### src/rtl/char_stream_fifo.sv
// Character FIFO feeding Character_FSM: valid/ready write side, registered byte output.
// Optional macro CHAR_FSM_CASE_FOLD_EN folds 'a'..'z' to upper case as bytes reach out_char.
`timescale 1ns/1ps

module char_stream_fifo #(
  parameter int         DEPTH     = 8,
  parameter logic [7:0] IDLE_CHAR = 8'h00
) (
  input  logic                     clk,
  input  logic                     reset,
  input  logic [7:0]               wr_data,
  input  logic                     wr_valid,
  output logic                     wr_ready,
  input  logic                     rd_en,
  output logic [7:0]               out_char,
  output logic                     out_valid,
  output logic [$clog2(DEPTH):0]   count,
  output logic                     overflow
);

  localparam int AW = $clog2(DEPTH);
  localparam logic [AW:0] FULL_CNT = (AW+1)'(DEPTH);

  logic [7:0]    mem [DEPTH];
  logic [AW-1:0] wr_ptr;
  logic [AW-1:0] rd_ptr;
  logic          push;
  logic          pop;
  logic [7:0]    head;

  assign wr_ready = (count != FULL_CNT);
  assign push     = wr_valid && wr_ready;
  assign pop      = rd_en && (count != '0);

`ifdef CHAR_FSM_CASE_FOLD_EN
  // Only lowercase letters lose bit 5; IDLE_CHAR never passes through here.
  assign head = (mem[rd_ptr] >= 8'h61 && mem[rd_ptr] <= 8'h7A) ?
                {mem[rd_ptr][7:6], 1'b0, mem[rd_ptr][4:0]} : mem[rd_ptr];
`else
  assign head = mem[rd_ptr];
`endif

  // Storage needs no reset: reset zeroes the pointers, so stale entries are unreachable.
  always_ff @(posedge clk) begin
    if (push) mem[wr_ptr] <= wr_data;
  end

  always_ff @(posedge clk or posedge reset) begin
    if (reset) begin
      wr_ptr    <= '0;
      rd_ptr    <= '0;
      count     <= '0;
      overflow  <= 1'b0;
      out_char  <= IDLE_CHAR;
      out_valid <= 1'b0;
    end else begin
      if (push) wr_ptr <= wr_ptr + 1'b1;
      if (wr_valid && !wr_ready) overflow <= 1'b1;

      // The pop sees occupancy before this edge's write, so there is no bypass path.
      if (rd_en) begin
        if (pop) begin
          out_char  <= head;
          out_valid <= 1'b1;
          rd_ptr    <= rd_ptr + 1'b1;
        end else begin
          out_char  <= IDLE_CHAR;
          out_valid <= 1'b0;
        end
      end

      case ({push, pop})
        2'b10:   count <= count + 1'b1;
        2'b01:   count <= count - 1'b1;
        default: count <= count;
      endcase
    end
  end

endmodule

### config.mk
export PLATFORM = sky130hd
export DESIGN_NAME = char_stream_fifo
export DESIGN_NICKNAME = d
export VERILOG_FILES = /design/src/rtl/char_stream_fifo.sv
export SDC_FILE = /design/constraint.sdc
export NUM_CORES = 1
export LEC_CHECK = 0
export CAP_MARGIN = 10
export CORE_UTILIZATION = 48
export CTS_BUF_LIST = sky130_fd_sc_hd__clkbuf_4 sky130_fd_sc_hd__clkbuf_8
export DETAILED_ROUTE_END_ITERATION = 8
export PLACE_DENSITY = 0.68
export SLEW_MARGIN = 25
export SYNTH_ARGS = -nofsm -noshare
export SYNTH_HDL_FRONTEND = slang
export SYNTH_SLANG_ARGS = --single-unit
### constraint.sdc
create_clock -name clk -period 2.9 [get_ports clk]
set_input_delay 0.29 -clock clk [delete_from_list [all_inputs] [get_ports clk]]
set_output_delay 0.29 -clock clk [all_outputs]
set_load 0.1 [all_outputs]
After elaboration in Yosys (flattened, before gate mapping)
Memories as Yosys holds them, arrays and structs flattened.
Index checks and enable logic that the tools add are counted.
{"block": "totals", "regBits": 20, "ramBits": 64, "output_inout_bits": 15, "word_cells": 26, "memories": 1}
{"memory": "mem", "depth": 8, "word_bits": 8, "read_ports": 1, "rd_ports_with_merged_regs": 0, "wr": 1, "line": "24", "rtl": "logic [7:0] mem [DEPTH];"}
{"block": "classes", "add_sub_neg": 4, "eq_ne": 3, "muxes": 5, "n_reduce_logical": 7}
{"op": "$mux 8", "count": 1}
{"op": "$pmux 4 s2", "count": 1}
{"op": "$add 3x1->3 const B", "count": 2}
{"op": "$add 4x1->4 const B", "count": 1}
{"op": "$ne 4x4->1 const B", "count": 1}
{"op": "$reduce_bool 4->1", "count": 1}
{"op": "$sub 4x1->4 const B", "count": 1}
{"op": "$logic_and 1x1->1", "count": 3}
{"op": "$mux 1", "count": 3}
{"op": "$eq 2x1->1 const B", "count": 1}
{"op": "$eq 2x2->1 const B", "count": 1}
{"op": "$reduce_and 2->1", "count": 1}
{"op": "$reduce_bool 2->1", "count": 1}
{"op": "$logic_not 1->1", "count": 1}

Depth between registers and ports, before layout
{"block": "logic_depth", "word_depth": 4, "ltp_mapped": 11}

Worst setup path before layout
No wires, ideal clock.
{"block": "synth_path", "path_type": "reg2reg", "start": "reg count[1]", "end": "reg count[2]", "setup_time_ns": 0.165, "t_arrival_ns": 2.990, "t_required_ns": 2.735, "path_slack_ns": -0.255, "path_stages_with_launch": 12, "n_path_buf": 1, "period_less_slack_ns": 3.155, "path_cell_list": "dfrtp_1 > buf_6 > or4b_4 > and2_4 > clkinv_2 > ha_1 > xor2_1 > ha_1 > a21oi_1 > xor2_1 > nor2_1 > xor2_1"}
{"block": "synth_via", "elab_chain_len": 4}
{"element": "start: declaration", "line": "17", "rtl": "output logic [$clog2(DEPTH):0] count,"}
{"element": "start signal: assignment", "line": "73", "rtl": "2'b10: count <= count + 1'b1;"}
{"element": "start signal: assignment", "line": "74", "rtl": "2'b01: count <= count - 1'b1;"}
{"element": "start signal: assignment", "line": "75", "rtl": "default: count <= count;"}
{"element": "$ne 4x4->1 (*)", "line": "31", "rtl": "assign wr_ready = (count != FULL_CNT);"}
{"element": "net wr_ready", "line": "13", "rtl": "output logic wr_ready,"}
{"element": "$logic_and 1x1->1 (*)", "line": "32", "rtl": "assign push = wr_valid && wr_ready;"}
{"element": "$eq 2x1->1 or $eq 2x2->1 (tied branches)", "line": "72", "rtl": "case ({push, pop})"}
{"element": "$pmux 4 s2 or $reduce_bool 2->1 (tied branches)"}
The timed path passes the listed nets; every way through them passes the cells marked *.
A chain may end at the register's enable or synchronous reset.

Worst setup path after layout
{"block": "layout_path", "start": "reg count[1]", "end": "reg count[2]"}
{"block": "layout_via", "elab_chain_len": 4}
{"element": "$ne 4x4->1 or $reduce_bool 4->1 (tied branches)", "line": "31, 33"}
{"element": "$logic_and 1x1->1, on equally long branches", "line": "32, 33"}
{"element": "$eq 2x1->1 or $eq 2x2->1 (tied branches)", "line": "72"}
{"element": "$pmux 4 s2 or $reduce_bool 2->1 (tied branches)"}
Parallel ways exist; a longest one is shown, timed or not.

==> summary.txt <==
Synthesis
  • Syn Inst Count: 202
  • Number of flops mapped to enable cells by yosys: 64
  • Sequential share of the synthesized area: 71.0%
  • Synth Warn #: 0
  • Post-synth ARST share: 23.8%
  • Synth Flop Type: edfxtp_1
  • Mapped Area: 3410 µm²
  • FF+latch count, synth: 84
  • Library cells used by synthesis: 35
  • Syn Area/Cell: 16.9 µm²
  • Syn_nets: 219

Floorplanning
  • Die width: 86.3 µm
  • Die area: 7450 µm²
  • Starting Density: 50.0%
  • Io pins: 27
  • Core area: 6830 µm²
  • Chip height: 86.3 µm
  • Core Rows: 30

Worst setup path
  • Worst reg2reg startpoint: count[1]$_DFFE_PP0P_
  • Cell repeated most along the worst path: xor2_1
  • Worst EP arrival: 2.69 ns
  • Max stage delay on crit path: 0.52 ns
  • Crit. End Element: register
  • Slowest-stage cell, CP: dfrtp_4
  • Reg-to-reg endpoint: count[2]$_DFFE_PP0P_
  • Crit path required time: 3.13 ns
  • Worst R2R Path Depth: 10
  • Crit path cell chain: or4b_4, and2_4, clkinv_2, ha_1, xor2_1, ha_1, a21oi_1, xor2_1, nor2_1, xor2_1
  • Kind of critical path: reg2reg
  • CP startpoint kind: register
  • Crit-path max FO: 9
  • Slack of the worst reg-to-reg path: 0.44 ns

STA
  • Final WS setup: 0.441 ns
  • RSZ-0062 raised after global routing: false
  • Setup violations, final: 0
  • Final hold vios: 0
  • Slew margin rel.: 36.9%
  • Final period util: 84.8%
  • Skew final: 0.00734 ns
  • Slew @ Worst Pin: 0.939 ns
  • Final Max Tran Viols: 0
  • Hold slack: 0.387 ns
  • Setup TNS: 0 ns
  • Crit path time final: 2.46 ns
  • F_max: 0.407 GHz

Routing
  • WL final: 6040 µm
  • Final ANT Viol Nets: 0
  • WL/cell: 17.6 µm
  • Post-route DRC violation count: 0
  • Routed vias: 1,836
  • Via-to-Cell Ratio: 5.34
  • 1st-iter DRT viols: 95
  • Drt pass-1 iters: 4

Power and ir drop
  • VDD IR max: 0.000442 V
  • Pwr per Cell Area: 1130 nW/µm²
  • Leak: 1.49 nW
  • Tot Pwr: 4.54 mW

Layout
  • Nets: 260
  • Commonest cells after routing, fill and taps aside: 64 x edfxtp_1, 26 x buf_4, 16 x mux2i_1, 16 x dfrtp_1, 12 x nand2_1
  • Layout area overhead: 17.3%
  • Commonest non-fill, non-tap cell in the layout: edfxtp_1
  • Fillers: 545
  • Antenna cells: 0
  • Non-filler cells, final: 344
  • Layout cells sized above 1: 22.6%

Place
  • Dpl ws: 0.461 ns
  • Placer Congestion: 0.779
  • Port bufs: 26
  • Hpwl dp: 3840 µm
  • Placed insts: 328

Global route
  • Pin count of the biggest net entering global routing: 21
  • First-pass GRT wire length: 9600 µm
  • Initial antenna violation count: 0
  • Vias in the first global route: 1,816
  • Total track usage: 17.9%
  • Overflow after GRT: 0

Clock network
  • CTS Hold Buffers Added: 0
  • Clock Path Buffers: 2
  • Post-CTS Resized: 0
  • Clock sink count: 84
  • Root Driver: clkbuf_8
  • Clk pin slew, worst setup/hold paths: 0.08 ns
  • TritonCTS clock tree: yes
  • Post-CTS Setup Inserts: 0
  • H-tree level count: 3
  • Clock buffer count from CTS: 9
  • Clock Latency Late Sink: 0.35 ns

Flow run
  • Max-cap viol count: 0

Run status
  • Status: finished, final reports clean

Min path
  • Hold Crit Class: in2async
routing by layer:
layer / track usage, % / part of all wire, % / vias to the layer above
li1: - / - / 856
met1: 23.2 / 45 / 936
met2: 29.3 / 50 / 34
met3: 4.10 / 3.8 / 10
met4: 7.73 / 1.4 / 0
met5: 0 / 0 / -
worst max path at each step:
stage	start	end	slack [ns]	depth (start not counted)
final	count[1]$_DFFE_PP0P_	count[2]$_DFFE_PP0P_	0.44	10
after global routing	count[1]$_DFFE_PP0P_	count[2]$_DFFE_PP0P_	0.31	10
after CTS	count[1]$_DFFE_PP0P_	count[2]$_DFFE_PP0P_	0.44	10
after detailed placement	count[1]$_DFFE_PP0P_	count[2]$_DFFE_PP0P_	0.46	10
after global placement	count[1]$_DFFE_PP0P_	count[2]$_DFFE_PP0P_	0.51	10
after floorplan	count[1]$_DFFE_PP0P_	count[2]$_DFFE_PP0P_	0.02	11
worst max-delay path, delay by kind of cell (launching register included):
kind / cells / cell delay [ns]
and+or+nand+nor: 3 / 0.77
xor gates and xnor gates: 3 / 0.41
AOI/OAI and AO/OA: 1 / 0.14
buffers and inverters: 1 / 0.07
adders and majority gates: 2 / 0.43
DFF: 1 / 0.52
Yosys cell counts, types with 2 or more instances:
cell type   n  area, µm²
edfxtp_1   64       1920
dfrtp_1    20        500
mux2i_1    16        160
nand2_1    12       45.0
nor2_1     10       37.5
nand2b_1    8       50.1
inv_1       6       22.5
a22oi_1     5       37.5
a32o_1      5       50.1
ha_1        5       62.6
mux4_1      5        131
o21ai_0     4       20.0
xnor2_1     4       35.0
xor2_1      4       35.0
buf_6       3       33.8
mux4_2      3       67.6
nand3_1     3       15.0
o2111ai_1   3       26.3
buf_2       2       10.0
buf_4       2       15.0
mux2_2      2       22.5
nor2b_1     2       12.5
nor3_1      2       10.0
sequential cells by signal, indices dropped and copies added (netlist names):
signal	cells
mem	64
out_char	8
overflow	1
out_valid	1
wr_ptr	3
rd_ptr	3
count	4
cells by family after synthesis:
family | synth area share (%)
multiplexers | 11.2
adder cells (fa/ha/maj) | 1.83
AO/OA/AOI/OAI | 4.95
AND/OR/NAND/NOR | 6.49
flip-flops | 71.0
buffers and inverters | 2.53
XOR/XNOR | 2.05
cell type report:
class                   instances  area, µm²  area share [%]
multi-input cells             104        905            22.6
clock inverters                 5       77.6            1.94
clock buffers                  11        139            3.47
inverters                       7       27.5           0.687
repair buffers                 37        305            7.63
well taps                      96        120            3.00
flip-flops and latches         84       2430            60.7
power by group:
part / switching [mW] / internal (mW) / total [mW]
sequential: 0.224 / 1.58 / 1.80
combinational: 1.23 / 0.608 / 1.84
clock: 0.393 / 0.501 / 0.894
through the flow:
step                      cell area, µm²  utilization (%)
after detailed placement            3790             55.4
final                               4000             58.6
after CTS                           4000             58.6
after floorplan                     3420                -
after global placement              3790             55.4
after global routing                4000             58.6
No activity file was read; power rests on OpenSTA's default activity.
